===== config.mk =====
export PLATFORM = sky130hd
export DESIGN_NAME = qdrc_phy_seq
export DESIGN_NICKNAME = d
export VERILOG_FILES = /design/src/rtl/qdrc_pkg.sv /design/src/rtl/qdrc_phy_seq_cmp.sv /design/src/rtl/qdrc_phy_seq.sv
export SDC_FILE = /design/constraint.sdc
export NUM_CORES = 1
export LEC_CHECK = 0
export CAP_MARGIN = 0
export CORE_AREA = 2 2 188 190
export CTS_BUF_LIST = sky130_fd_sc_hd__clkbuf_16
export DETAILED_ROUTE_END_ITERATION = 7
export DIE_AREA = 0 0 190 192
export PLACE_DENSITY = 0.66
export SKIP_LAST_GASP = 1
export SLEW_MARGIN = 20
export SYNTH_ARGS = -nofsm -noshare
export SYNTH_HDL_FRONTEND = slang
export SYNTH_SLANG_ARGS = --single-unit

===== constraint.sdc =====
create_clock -name clk -period 4.78 [get_ports clk]
set_input_delay 0.956 -clock clk [delete_from_list [all_inputs] [get_ports clk]]
set_output_delay 0.956 -clock clk [all_outputs]
set_load 0.1 [all_outputs]

===== src/rtl/qdrc_pkg.sv =====
// qdrc_pkg: shared state encoding, counter widths and calibration pattern helper
// for the QDR PHY calibration sequencer.
package qdrc_pkg;

    typedef enum logic [3:0] {
        ST_IDLE,
        ST_DLYRST,
        ST_WRITE,
        ST_READ,
        ST_WAIT,
        ST_CHECK,
        ST_ADJUST,
        ST_DONE,
        ST_FAIL
    } qdrc_state_t;

    localparam int         TAP_W    = 6;
    localparam int         CNT_W    = 6;
    localparam logic [1:0] LAST_IDX = 2'd3;

    // Expected bit of pattern idx on one edge; odd selects the A/5 phase.
    function automatic logic pat_bit(input logic [1:0] idx, input logic fall, input logic odd);
        case (idx)
            2'd0:    return ~fall;
            2'd1:    return fall;
            2'd2:    return odd ^ fall;
            default: return ~(odd ^ fall);
        endcase
    endfunction

endpackage


===== src/rtl/qdrc_phy_seq_cmp.sv =====
// qdrc_phy_seq_cmp: tracks issued calibration reads through the read latency and
// accumulates a sticky per-bit error against the expected pattern.
module qdrc_phy_seq_cmp
    import qdrc_pkg::*;
#(
    parameter int DATA_WIDTH = 36,
    parameter int RD_LATENCY = 10
) (
    input  logic                  clk,
    input  logic                  reset,
    input  logic                  clear,
    input  logic                  rd_issue,
    input  logic [1:0]            rd_idx,
    input  logic [DATA_WIDTH-1:0] q_rise,
    input  logic [DATA_WIDTH-1:0] q_fall,
    output logic [DATA_WIDTH-1:0] err
);

    logic            vld  [RD_LATENCY+1];
    logic [1:0]      pidx [RD_LATENCY+1];
    logic [DATA_WIDTH-1:0] exp_rise;
    logic [DATA_WIDTH-1:0] exp_fall;

    always_comb begin
        exp_rise = '0;
        exp_fall = '0;
        for (int i = 0; i < DATA_WIDTH; i++) begin
            exp_rise[i] = pat_bit(pidx[RD_LATENCY], 1'b0, (i % 2) == 1);
            exp_fall[i] = pat_bit(pidx[RD_LATENCY], 1'b1, (i % 2) == 1);
        end
    end

    // Stage 0 lines up with the registered qdr_r_n, so stage RD_LATENCY meets the data.
    always_ff @(posedge clk) begin
        if (reset) begin
            for (int i = 0; i <= RD_LATENCY; i++) begin
                vld[i]  <= 1'b0;
                pidx[i] <= 2'd0;
            end
            err <= '0;
        end else begin
            vld[0]  <= rd_issue;
            pidx[0] <= rd_idx;
            for (int i = 1; i <= RD_LATENCY; i++) begin
                vld[i]  <= vld[i-1];
                pidx[i] <= pidx[i-1];
            end
            if (clear)
                err <= '0;
            else if (vld[RD_LATENCY])
                err <= err | (q_rise ^ exp_rise) | (q_fall ^ exp_fall);
        end
    end

endmodule


===== src/rtl/qdrc_phy_seq.sv =====
// qdrc_phy_seq: QDR PHY front end with a self-contained write/read-back IDELAY calibration sequencer.
// Optional build macro QDRC_PHY_SEQ_DLYRST_EN: reset all taps to zero at the start of each calibration.
//
// state   | meaning
// IDLE    | waiting for cal_start, user path blocked
// DLYRST  | dly_rst pulse plus two settle cycles
// WRITE   | write P0..P3 to addresses 0..3
// READ    | read addresses 0..3
// WAIT    | drain read latency into the comparator
// CHECK   | merge errors into pass mask, decide
// ADJUST  | step every unlocked bit by one tap
// DONE    | calibrated, user path live
// FAIL    | tap budget exhausted
module qdrc_phy_seq
    import qdrc_pkg::*;
#(
    parameter int DATA_WIDTH = 36,
    parameter int ADDR_WIDTH = 21,
    parameter int RD_LATENCY = 10,
    parameter int MAX_TAPS   = 32
) (
    input  logic                    clk,
    input  logic                    reset,
    input  logic                    cal_start,
    output logic                    phy_rdy,
    output logic                    cal_fail,
    output logic                    cal_busy,
    output logic [DATA_WIDTH-1:0]   cal_pass_mask,
    output logic [TAP_W-1:0]        cal_tap_cnt,
    input  logic                    phy_wr_strb,
    input  logic                    phy_rd_strb,
    input  logic [ADDR_WIDTH-1:0]   phy_addr,
    input  logic [2*DATA_WIDTH-1:0] phy_wr_data,
    output logic [2*DATA_WIDTH-1:0] phy_rd_data,
    output logic [DATA_WIDTH-1:0]   qdr_d_rise,
    output logic [DATA_WIDTH-1:0]   qdr_d_fall,
    input  logic [DATA_WIDTH-1:0]   qdr_q_rise,
    input  logic [DATA_WIDTH-1:0]   qdr_q_fall,
    output logic [ADDR_WIDTH-1:0]   qdr_sa,
    output logic                    qdr_w_n,
    output logic                    qdr_r_n,
    output logic [DATA_WIDTH-1:0]   dly_inc_dec_n,
    output logic [DATA_WIDTH-1:0]   dly_en,
    output logic [DATA_WIDTH-1:0]   dly_rst
);

    qdrc_state_t           state;
    logic [1:0]            idx;
    logic [CNT_W-1:0]      cnt;
    logic [DATA_WIDTH-1:0] err;
    logic [DATA_WIDTH-1:0] pass_next;
    logic [DATA_WIDTH-1:0] seq_rise;
    logic [DATA_WIDTH-1:0] seq_fall;
    logic                  can_start;
    logic                  cmp_clear;

    assign can_start = (state == ST_IDLE) || (state == ST_DONE) || (state == ST_FAIL);
    assign cmp_clear = (state == ST_ADJUST) || (cal_start && can_start);
    assign pass_next = cal_pass_mask | ~err;

    always_comb begin
        seq_rise = '0;
        seq_fall = '0;
        for (int i = 0; i < DATA_WIDTH; i++) begin
            seq_rise[i] = pat_bit(idx, 1'b0, (i % 2) == 1);
            seq_fall[i] = pat_bit(idx, 1'b1, (i % 2) == 1);
        end
    end

    qdrc_phy_seq_cmp #(
        .DATA_WIDTH(DATA_WIDTH),
        .RD_LATENCY(RD_LATENCY)
    ) u_cmp (
        .clk     (clk),
        .reset   (reset),
        .clear   (cmp_clear),
        .rd_issue(state == ST_READ),
        .rd_idx  (idx),
        .q_rise  (qdr_q_rise),
        .q_fall  (qdr_q_fall),
        .err     (err)
    );

    always_ff @(posedge clk) begin
        if (reset)
            phy_rd_data <= '0;
        else
            phy_rd_data <= {qdr_q_fall, qdr_q_rise};
    end

    always_ff @(posedge clk) begin
        if (reset) begin
            state         <= ST_IDLE;
            idx           <= 2'd0;
            cnt           <= '0;
            phy_rdy       <= 1'b0;
            cal_fail      <= 1'b0;
            cal_busy      <= 1'b0;
            cal_pass_mask <= '0;
            cal_tap_cnt   <= '0;
            qdr_w_n       <= 1'b1;
            qdr_r_n       <= 1'b1;
            qdr_sa        <= '0;
            qdr_d_rise    <= '0;
            qdr_d_fall    <= '0;
            dly_inc_dec_n <= '0;
            dly_en        <= '0;
            dly_rst       <= '0;
        end else begin
            qdr_w_n       <= 1'b1;
            qdr_r_n       <= 1'b1;
            qdr_sa        <= '0;
            qdr_d_rise    <= '0;
            qdr_d_fall    <= '0;
            dly_inc_dec_n <= '0;
            dly_en        <= '0;
            dly_rst       <= '0;
            if (phy_rdy) begin
                qdr_w_n    <= ~phy_wr_strb;
                qdr_r_n    <= ~phy_rd_strb;
                qdr_sa     <= phy_addr;
                qdr_d_rise <= phy_wr_data[DATA_WIDTH-1:0];
                qdr_d_fall <= phy_wr_data[2*DATA_WIDTH-1:DATA_WIDTH];
            end
            case (state)
                ST_IDLE, ST_DONE, ST_FAIL: begin
                    if (cal_start) begin
                        cal_pass_mask <= '0;
                        cal_tap_cnt   <= '0;
                        cal_fail      <= 1'b0;
                        phy_rdy       <= 1'b0;
                        cal_busy      <= 1'b1;
                        idx           <= 2'd0;
`ifdef QDRC_PHY_SEQ_DLYRST_EN
                        state         <= ST_DLYRST;
                        cnt           <= CNT_W'(2);
`else
                        state         <= ST_WRITE;
`endif
                    end
                end
`ifdef QDRC_PHY_SEQ_DLYRST_EN
                ST_DLYRST: begin
                    if (cnt == CNT_W'(2))
                        dly_rst <= '1;
                    if (cnt == '0)
                        state <= ST_WRITE;
                    else
                        cnt <= cnt - CNT_W'(1);
                end
`endif
                ST_WRITE: begin
                    qdr_w_n    <= 1'b0;
                    qdr_sa     <= ADDR_WIDTH'(idx);
                    qdr_d_rise <= seq_rise;
                    qdr_d_fall <= seq_fall;
                    idx        <= idx + 2'd1;
                    if (idx == LAST_IDX)
                        state <= ST_READ;
                end
                ST_READ: begin
                    qdr_r_n <= 1'b0;
                    qdr_sa  <= ADDR_WIDTH'(idx);
                    idx     <= idx + 2'd1;
                    if (idx == LAST_IDX) begin
                        state <= ST_WAIT;
                        cnt   <= CNT_W'(RD_LATENCY + 3);
                    end
                end
                ST_WAIT: begin
                    if (cnt == '0)
                        state <= ST_CHECK;
                    else
                        cnt <= cnt - CNT_W'(1);
                end
                ST_CHECK: begin
                    cal_pass_mask <= pass_next;
                    if (&pass_next) begin
                        state    <= ST_DONE;
                        phy_rdy  <= 1'b1;
                        cal_busy <= 1'b0;
                    end else if (cal_tap_cnt == TAP_W'(MAX_TAPS)) begin
                        state    <= ST_FAIL;
                        cal_fail <= 1'b1;
                        cal_busy <= 1'b0;
                    end else begin
                        state <= ST_ADJUST;
                    end
                end
                ST_ADJUST: begin
                    dly_en        <= ~cal_pass_mask;
                    dly_inc_dec_n <= '1;
                    cal_tap_cnt   <= cal_tap_cnt + TAP_W'(1);
                    idx           <= 2'd0;
                    state         <= ST_READ;
                end
                default: state <= ST_IDLE;
            endcase
        end
    end

endmodule


==> results of run 1 <==
## power by group through the flow
stage,registers (W),logic (W),clock network (W)
after global placement,0.00296,0.00158,0
after global routing,0.00291,0.00164,0.00284
final,0.00290,0.00158,0.00264
after floorplan,0.00371,0.000415,0
after detailed placement,0.00296,0.00159,0
after CTS,0.00290,0.00159,0.00271
## metal layers
| metal | share of wire, % | GRT usage [%] | vias to the layer above |
|---|---|---|---|
| met4 | 3.4 | 7.662 | 0 |
| li1 | - | - | 4757 |
| met3 | 7.8 | 5.061 | 67 |
| met1 | 36 | 20.59 | 4342 |
| met2 | 53 | 36.62 | 398 |
| met5 | 0 | 0 | - |
## cells in the mapped netlist, types with 3 or more instances
library cell and count:
nand3b_1 10, nor3_1 4, buf_2 14, nand2_1 50, nor2b_1 105, o21ai_0 12, o2111ai_1 6, nand2b_1 22
buf_4 72, a21o_1 5, xnor2_1 14, o211ai_1 12, buf_6 7, xor2_1 20, dfxtp_1 330, nor4_1 4
a31oi_1 3, nor2_1 243, o22ai_1 7, a21oi_1 165, and3_1 3, clkbuf_1 52, and2_1 21, ha_1 9
nand3_1 6, inv_1 29
## layout by cell type (no fill, tap or decap), drive strengths merged, types with 3 or more instances in the layout
master	count
conb	36
o211ai	12
dfxtp	330
clkinv	18
nor2	244
clkbuf	37
a21o	5
nand3	6
a31oi	3
xnor2	14
o22ai	7
o21ai	14
nand2b	24
buf	10
nand2	51
nor3	5
a21oi	165
nor3b	4
inv	37
nor2b	105
nor4	4
clkdlybuf4s50	452
and3	3
and2	21
ha	9
o2111ai	6
xor2	20
or3b	3
nand3b	10
## worst max path at each step
stage | depth (start not counted) | slack, ns | start | to
finish | 1 | 1.06 | dly_inc_dec_n[34]$_SDFF_PP0_ | dly_inc_dec_n[2]
detailed placement | 1 | 1.54 | dly_inc_dec_n[34]$_SDFF_PP0_ | dly_inc_dec_n[2]
floorplan | 1 | 1.86 | dly_inc_dec_n[34]$_SDFF_PP0_ | dly_inc_dec_n[10]
global placement | 1 | 1.68 | dly_inc_dec_n[34]$_SDFF_PP0_ | dly_inc_dec_n[26]
CTS | 1 | 0.99 | dly_inc_dec_n[34]$_SDFF_PP0_ | dly_inc_dec_n[2]
global route | 1 | 0.89 | dly_inc_dec_n[34]$_SDFF_PP0_ | dly_inc_dec_n[2]
## layout make-up
type | count | area, sq um | area share, %
diodes | 1 | 2.502 | 0.01451
well taps | 455 | 569.3 | 3.301
multi-input cells | 794 | 4218 | 24.46
inverters | 29 | 108.9 | 0.6312
clock inverters | 30 | 211.5 | 1.226
flip-flops and latches | 330 | 6608 | 38.31
clock buffers | 37 | 925.9 | 5.369
repair buffers | 462 | 4603 | 26.69
## registers in the layout, indices dropped and copies added (netlist names), 4 cells and up
name           cells
qdr_d_fall        36
u_cmp.pidx        22
dly_en            36
cal_pass_mask     36
qdr_sa            21
qdr_d_rise        36
phy_rd_data       72
state              4
u_cmp.err         36
u_cmp.vld         11
cal_tap_cnt        6
cnt                6
## kinds of logic (layout without fill, tap and decap cells)
family	count (synthesis)	in the layout	synth area share, %
flops	330	330	56.57
compound gates	226	226	10.92
buf+inv	175	558	8.539
fa+ha+maj	9	9	0.9642
other cells	1	37	0.03211
mux	2	2	0.1714
xor+xnor	34	34	2.550
simple gates	487	487	20.26
## metrics by stage
step	cells	util [%]	setup WS, ns	hold slack [ns]
after detailed placement	2070	46.97	1.544	0.4204
final	2138	50.30	1.057	0.4104
after global placement	2070	46.97	1.685	0.4164
after global routing	2138	50.30	0.8908	0.4239
after floorplan	1299	-	1.857	0.4138
after CTS	2137	50.29	0.9906	0.4086
==> run summary, run 1 <==
Relative area change from synthesis to final layout - 47.67%
Family of cells with the greatest summed delay on the critical path - buffers and inverters
Critical path type - reg -> out
Post-synth EDFFs - 0
Flip-flop and latch count after synthesis - 330
Kind of end point of the critical path - output pin
Drt initial violations - 493
Vias per std cell - 4.473
Clock group share of total power - 37.0%
Data required time at the worst endpoint - 3.82 ns
Warning count from the yosys run - 0
CP Launch Type - flop
Status - finished, final reports clean
Worst setup slack for register-to-register paths - 2.18 ns
Overall via count from detail_route - 9,564
Peak ir drop on the vdd network - 0.0003136 V
Final worst path period share - 77.89%
CTS tree - yes
Die Y - 192 microns
Dpl hpwl - 27,640 microns
Number of slew-limit violations in the final report - 0
Row count - 68
Critical-path cell with the highest stage delay - clkdlybuf4s50_1
Worst slew pin tran - 1.148 ns
All-Layer GR Usage - 19.45%
Most used flip-flop cell after synthesis - dfxtp_1
Clock H-tree levels - 2
Total of endpoints with negative setup slack in the final report - 0
Setup Total Neg Slack - 0 ns
Worst endpoint data arrival time - 2.77 ns
Part of the total power dissipated in combinational logic - 22.2%
Count of buffers added by post-CTS timing repair for setup - 0
Area of the die - 0.03648 sq mm
Clk Tree Root Cell - clkbuf_16
Drt first pass iters - 7
Fill cells - 3,144
Final-report hold violation count - 0
Wire length of the first global-routing pass - 54,300 microns
DRC viols - 0
Highest fanout seen on the critical path - 36
Final instance area - 0.01725 sq mm
Largest net degree at the start of global routing - 101
PD cells - 412.9 mW/mm^2
Cell taking the most area after synthesis - dfxtp_1
Psw - 0.002349 W
Buf+Inv Stages, Crit Path - 1
Area share of the largest cell type after synthesis - 56.57%
Worst setup skew after layout - 0.02525 ns
Number of global-route vias before repair - 9,321
Largest stage delay, worst path - 1.30 ns
Initial antenna violation count - 1
Depth of the worst register-to-register path - 6
Routed wirelength normalized by instance count - 17.13 microns
Worst-Skew Late Latency - 0.53 ns
Fin nets - 1,833
Buffers from clock root to sink, at most - 3
Int Pwr - 0.004772 W
Unique masters post-synth - 58
Final Wtd Congestion - 0.8075
Worst reg2reg path endpoint - cal_tap_cnt[1]$_SDFFE_PP0P_
Worst min-delay path endpoint - u_cmp.pidx[4][1]$_SDFF_PP0_
Fraction of power consumed by sequential logic - 40.8%
Leakage component of the power - 6.716 nW
Slew Limit Headroom - 23.24%
Count of boundary I/O pins - 490
RSZ-0062 raised after global routing - no
Layout cell share with drive strength beyond 1 - 4.578%
Horizontal die dimension - 190 microns
Worst hold path stage count - 1
Post-synth ARST share - 0%
Mean post-synth cell area - 9.239 sq um
Maximum clock frequency - 0.2686 GHz
Number of routed nets with antenna violations - 0
Post-cts repair resize count - 0
Area contributors post-synth - dfxtp_1 (57%), nor2_1 (7.8%), a21oi_1 (7.1%), nor2b_1 (5.6%), buf_4 (4.6%)
Hold_buf cts - 0
CTS clock-pin slew for the worst setup and hold paths - 0.06 ns
IO Port Bufs - 453
Synthesized cell area - 0.01168 sq mm
Max cap viols - 0
Initial Util - 34.06%
Post-place instance area - 0.01611 sq mm
Gate count of the mapped netlist - 1,264
Clock sink count - 330
Final wirelength - 36,620 microns
Critical R2R Launch - state[0]$_SDFFE_PP0P_
Worst min-delay path startpoint - u_cmp.pidx[3][3]$_SDFF_PP0_
Hold/Removal Path Class - reg -> reg
Power after layout - 0.007121 W
Clock buffers created by TritonCTS - 37
Standard cell core area - 0.03429 sq mm
Grt total ovfl - 0
Net Sw Frac - 32.99%
Cell-by-cell listing of the critical path - clkdlybuf4s50_1
Tmin final - 3.723 ns
Sequential-to-total area share from yosys stat - 56.57%
Power figures use the tool's default switching activity.
==> run 2: changes to the inputs <==
--- a/config.mk
+++ b/config.mk
@@ -6,10 +6,10 @@
 export NUM_CORES = 1
 export LEC_CHECK = 0
 export CAP_MARGIN = 0
-export CORE_AREA = 2 2 188 190
+export CORE_AREA = 2 2 193 195
 export CTS_BUF_LIST = sky130_fd_sc_hd__clkbuf_16
 export DETAILED_ROUTE_END_ITERATION = 7
-export DIE_AREA = 0 0 190 192
+export DIE_AREA = 0 0 195 197
 export PLACE_DENSITY = 0.66
 export SKIP_LAST_GASP = 1
 export SLEW_MARGIN = 20
==> constraint.sdc (replaced) <==
create_clock -name clk -period 3.1 [get_ports clk]
set_input_delay 0.62 -clock clk [delete_from_list [all_inputs] [get_ports clk]]
set_output_delay 0.62 -clock clk [all_outputs]
set_load 0.1 [all_outputs]
==> run 2 against run 1 <==
Effect of this change:
- global-route usage shrank 1.5 points
- largest cell class unchanged
- core utilization down 4.7 points
- sequential share of layout area is 1.6 points higher
- critical endpoint is now dly_inc_dec_n[27]
- wire length decreased by 2.2%
- register-to-register slack lost 1.3 ns
- cell area down 4.1%
==> run summary, run 2 (synthesized netlist as in run 1, its figures left out) <==
Status - finished, final reports clean
All-Layer GR Usage - 17.92% (-1.5 points)
Overall via count from detail_route - 9,761 (+2.1%)
Worst endpoint data arrival time - 1.95 ns (-0.82 ns)
Highest-count cells in the layout ignoring fill and taps - dfxtp_1 (329), buf_4 (293), nor2_1 (243)
Initial Util - 32.21% (-1.9 points)
Fin worst setup slack - 0.5326 ns (-0.5242 ns)
Worst-Skew Late Latency - 0.52 ns (about the same)
Largest stage delay, worst path - 0.99 ns (-0.31 ns)
Total of endpoints with negative setup slack in the final report - 0 (unchanged)
Count of boundary I/O pins - 490 (unchanged)
Initial antenna violation count - 0 (-1)
Peak ir drop on the vdd network - 0.0004983 V (+59%)
Clock H-tree levels - 2 (unchanged)
Clock buffers created by TritonCTS - 37 (unchanged)
Hold_buf cts - 0 (unchanged)
IO Port Bufs - 453 (unchanged)
Leakage component of the power - 7.236 nW (+7.8%)
Maximum clock frequency - 0.3895 GHz
Critical path type - reg -> out
Number of global-route vias before repair - 9,460 (+1.5%)
Final worst path period share - 82.82%
Final cell count without fillers - 2,149 (+0.51%)
Number of placed instances with taps included - 2,084 (+0.68%)
Wire length of the first global-routing pass - 53,760 microns (-1.0%)
Family of cells with the greatest summed delay on the critical path - flip-flops
Worst setup timing slack at the placement stage - 0.5709 ns (-0.9727 ns)
Critical-path cell with the highest stage delay - dfxtp_1
Drt first pass iters - 8 (+1)
Highest fanout seen on the critical path - 36 (unchanged)
Post-cts repair resize count - 0 (unchanged)
Relative area change from synthesis to final layout - 41.65%
Final wirelength - 35,830 microns (-2.2%)
Grt total ovfl - 0 (unchanged)
Clk Tree Root Cell - clkbuf_16
Buffers from clock root to sink, at most - 3 (unchanged)
DRC viols - 0 (unchanged)
Minimum hold slack - 0.3476 ns (-0.06286 ns)
Fill cells - 3,503 (+11%)
Cell-by-cell listing of the critical path - buf_4
Largest register by flop count - phy_rd_data
Commonest non-fill, non-tap cell in the layout - dfxtp_1
Data required time at the worst endpoint - 2.48 ns (-1.34 ns)
Final-report hold violation count - 0 (unchanged)
Die Y - 197 microns (+2.6%)
Max cap viols - 0 (unchanged)
Kind of end point of the critical path - output pin
Routed wirelength normalized by instance count - 16.67 microns (-2.7%)
Largest net degree at the start of global routing - 159 (+57%)
Number of slew-limit violations in the final report - 0 (unchanged)
CTS clock-pin slew for the worst setup and hold paths - 0.06 ns (about the same)
CTS tree - yes
Worst setup skew after layout - 0.02082 ns (-0.004433 ns)
Tmin final - 2.567 ns
Drt initial violations - 441 (-11%)
Number of routed nets with antenna violations - 0 (unchanged)
Standard cell core area - 0.03626 sq mm (+5.8%)
CP Launch Type - flop
Setup Total Neg Slack - 0 ns (unchanged)
Count of buffers added by post-CTS timing repair for setup - 0 (unchanged)
PD cells - 658.3 mW/mm^2 (+59%)
Area of the die - 0.03842 sq mm (+5.3%)
Hold/Removal Path Class - in -> reg
Dpl hpwl - 26,750 microns (-3.2%)
Fin nets - 1,834 (+0.055%)
Horizontal die dimension - 195 microns (+2.6%)
Diode insertion count for antenna repair - 0 (-1)
Max reg flops - 72 (unchanged)
Final Wtd Congestion - 0.8712 (+7.9%)
Vias per std cell - 4.542 (+1.5%)
Layout cell share with drive strength beyond 1 - 21.53% (+17 points)
RSZ-0062 raised after global routing - no
Slew Limit Headroom - 31.40% (+8.2 points)
Power after layout - 0.01089 W (+53%)
Buf+Inv Stages, Crit Path - 1 (unchanged)
Row count - 70 (+2.9%)
Clock sink count - 330 (unchanged)
Worst slew pin tran - 1.028 ns (-0.1203 ns)
## run 2: changes by cell type in the layout (fill, tap and decap cells not counted), sizes merged
| cell | before | now |
|---|---|---|
| inv | 37 | 38 |
| clkinv | 18 | 15 |
| buf | 10 | 295 |
| diode | 1 | 0 |
| clkdlybuf4s50 | 452 | 168 |
## run 2: final timing paths
path,startpoint,endpoint,slack (ns),cells past startpoint
worst max register to register,state[0]$_SDFFE_PP0P_,cal_tap_cnt[1]$_SDFFE_PP0P_,0.87,5
worst min-delay path,reset,u_cmp.pidx[0][0]$_SDFF_PP0_,0.35,2
worst min register to register,u_cmp.pidx[3][3]$_SDFF_PP0_,u_cmp.pidx[4][1]$_SDFF_PP0_,0.43,1
worst max-delay path,dly_inc_dec_n[34]$_SDFF_PP0_,dly_inc_dec_n[27],0.53,1
## run 2: power breakdown
group / total, W / leakage (nW) / switching, W / internal (W)
logic: 0.00236 / 3.97 / 0.00181 / 0.000543
clock network: 0.00405 / 0.573 / 0.00172 / 0.00234
registers: 0.00448 / 2.69 / 0.0000670 / 0.00441
total: 0.0109 / 7.24 / 0.00360 / 0.00729
## run 2: layer usage
| metal | vias to the layer above | global-route usage (%) | share of wire, % |
|---|---|---|---|
| li1 | 4770 | - | - |
| met1 | 4569 | 19.06 | 38 |
| met2 | 380 | 33.96 | 52 |
| met3 | 42 | 5.441 | 8.2 |
| met4 | 0 | 5.230 | 2.2 |
| met5 | - | 0 | 0 |
## run 2: per-stage QoR
| stage | cell area [sq um] | utilization, % |
|---|---|---|
| floorplan | 11810 | - |
| global placement | 15430 | 42.56 |
| detailed placement | 15430 | 42.56 |
| CTS | 16540 | 45.62 |
| global route | 16540 | 45.62 |
| finish | 16540 | 45.62 |
## run 2: final cells by class
class / instances / area [sq um] / area share (%)
clock inverter: 28 / 185.2 / 1.119
inverter: 29 / 108.9 / 0.6580
tap: 468 / 585.6 / 3.540
sequential: 330 / 6608 / 39.94
multi-input combinational: 794 / 4218 / 25.50
timing repair buffer: 463 / 3913 / 23.65
clock buffer: 37 / 925.9 / 5.597
==> run 3: changes to the inputs <==
==> constraint.sdc (replaced) <==
create_clock -name clk -period 2.1 [get_ports clk]
set_input_delay 0.42 -clock clk [delete_from_list [all_inputs] [get_ports clk]]
set_output_delay 0.42 -clock clk [all_outputs]
set_load 0.1 [all_outputs]
==> run 3 against run 2 <==
Effect of this change:
- setup slack got worse by 0.43 ns
- die area did not move
- non-clock buffer count rose by 36
- sequential share of layout area fell by 2.3 points
- via count rose by 0.96%
- cell area rose by 6.4%
- sequential power rose by 47%
- wire length rose by 5.9%
- global-route usage rose by 1.2 points
==> run summary, run 3 (synthesized netlist as in run 1, its figures left out) <==
Share of the core filled with cells - 48.52% (+2.9 points)
Status - finished, final reports clean
Leakage component of the power - 7.645 nW (+5.7%)
Critical R2R Launch - cal_tap_cnt[0]$_SDFFE_PP0P_
Max cap viols - 0 (unchanged)
Clk Tree Root Cell - clkbuf_16
Hold_buf cts - 0 (unchanged)
Worst-Skew Late Latency - 0.55 ns (+0.03 ns)
Power after layout - 0.01701 W (+56%)
Routed wirelength normalized by instance count - 17.36 microns (+4.2%)
Largest stage delay, worst path - 0.47 ns (-0.52 ns)
Clock H-tree levels - 2 (unchanged)
Most frequent cell on the critical path - buf_12
Grt total ovfl - 0 (unchanged)
Vias per std cell - 4.512 (-0.65%)
Final wirelength - 37,920 microns (+5.9%)
Final Wtd Congestion - 0.8625 (-1.0%)
Count of buffers added by post-CTS timing repair for setup - 0 (unchanged)
Overall via count from detail_route - 9,855 (+0.96%)
Maximum clock frequency - 0.5007 GHz
PD cells - 966.7 mW/mm^2 (+47%)
Clock buffers created by TritonCTS - 37 (unchanged)
Clock sink count - 330 (unchanged)
Drt first pass iters - 8 (unchanged)
Number of slew-limit violations in the final report - 0 (unchanged)
Largest net degree at the start of global routing - 112 (-30%)
Final worst path period share - 95.10%
Worst min-delay path startpoint - reset
Worst slew pin tran - 0.8375 ns (-0.1901 ns)
Setup Total Neg Slack - 0 ns (unchanged)
Highest-count cells in the layout ignoring fill and taps - dfxtp_1 (312), buf_4 (282), nor2_1 (243)
Highest fanout seen on the critical path - 71 (+97%)
Peak ir drop on the vdd network - 0.0007279 V (+46%)
Total of endpoints with negative setup slack in the final report - 0 (unchanged)
Buffers from clock root to sink, at most - 3 (unchanged)
Worst setup skew after layout - 0.02476 ns (+0.003940 ns)
Count of boundary I/O pins - 490 (unchanged)
Fin nets - 1,870 (+2.0%)
Worst endpoint data arrival time - 1.58 ns (-0.37 ns)
Diode insertion count for antenna repair - 0 (unchanged)
Die Y - 197 microns (unchanged)
CP Launch Type - flop
Layout cell share with drive strength beyond 1 - 24.42% (+2.9 points)
Area of the die - 0.03842 sq mm (unchanged)
Final-report hold violation count - 0 (unchanged)
Cell-by-cell listing of the critical path - buf_12, buf_12
RSZ-0062 raised after global routing - no
Minimum hold slack - 0.1205 ns (-0.2271 ns)
Drt initial violations - 457 (+3.6%)
IO Port Bufs - 453 (unchanged)
Initial Util - 32.21% (unchanged)
Timing startpoint of the critical path - phy_rdy$_SDFFE_PP0P_
Largest register by flop count - phy_rd_data
Slew Limit Headroom - 43.92% (+13 points)
Relative area change from synthesis to final layout - 50.65%
Horizontal die dimension - 195 microns (unchanged)
Critical path type - reg -> out
DRC viols - 0 (unchanged)
Number of global-route vias before repair - 9,711 (+2.7%)
Standard cell core area - 0.03626 sq mm (unchanged)
Kind of end point of the critical path - output pin
Met3 wire len - 3076 microns (+4.9%)
Wire length on met1 - 13,610 microns (+1.2%)
Row count - 70 (unchanged)
Post-cts repair resize count - 0 (unchanged)
Number of routed nets with antenna violations - 0 (unchanged)
CTS tree - yes
Initial antenna violation count - 0 (unchanged)
Data required time at the worst endpoint - 1.68 ns (-0.80 ns)
Total length of routed met2 wires - 19,960 microns (+7.0%)
Wire length of the first global-routing pass - 55,940 microns (+4.1%)
Dpl hpwl - 28,640 microns (+7.1%)
All-Layer GR Usage - 19.07% (+1.2 points)
CTS clock-pin slew for the worst setup and hold paths - 0.06 ns (about the same)
Highest metal used - met4
Critical-path cell with the highest stage delay - dfxtp_2
Commonest non-fill, non-tap cell in the layout - dfxtp_1
Tmin final - 1.997 ns
Max reg flops - 72 (unchanged)
Hold/Removal Path Class - in -> reg
## run 3: cell types whose count changed in the layout (fill, tap and decap cells not counted), moves of 3 or more
| cell | change |
|---|---|
| buf_12 | +47 |
| clkinv_2 | -3 |
| buf_4 | -11 |
| clkinv_1 | -5 |
| bufinv_16 | +5 |
| dfxtp_2 | +17 |
| dfxtp_1 | -17 |
## run 3: worst max-delay path: cells and delay by family, from the launching register on
kind | cells | cell delay [ns]
buffers and inverters | 2 | 0.54
DFF | 1 | 0.47
## run 3: cell type report
class                      instances  area, sq um
sequential                       330         6629
tap                              468        585.6
multi-input combinational        794         4223
clock inverter                    25        301.5
timing repair buffer             499         4771
fill                            3391        18670
clock buffer                      39        975.9
inverter                          29        108.9
## run 3: through the flow
stage | instance area, sq um | cells | setup WS [ns]
2_1_floorplan | 11840 | 1299 | 0.0007951
4_1_cts | 17590 | 2184 | 0.07049
3_5_place_dp | 16320 | 2120 | 0.06288
5_1_grt | 17590 | 2184 | 0.009339
3_3_place_gp | 16320 | 2120 | 0.09244
6_report | 17590 | 2184 | 0.1028
## run 3: where the power goes
group | switching (W) | internal, W
clock | 0.00261 | 0.00421
sequential | 0.0000890 | 0.00651
combinational | 0.00272 | 0.000853
total | 0.00543 | 0.0116
## run 3: layer usage
metal  GRT usage, %  vias to the layer above
li1               -                     4825
met1          19.78                     4546
met2          35.52                      419
met3          6.023                       65
met4          7.860                        0
met5              0                        -
## run 3: path summary, 6_finish.rpt
path | to | slack [ns] | cells past startpoint
setup reg to reg | state[2]$_SDFFE_PP0P_ | 0.17 | 5
setup / recovery | phy_rdy | 0.10 | 2
hold / removal | u_cmp.pidx[0][0]$_SDFF_PP0_ | 0.12 | 2
hold reg to reg | u_cmp.vld[3][1]$_SDFF_PP0_ | 0.42 | 1
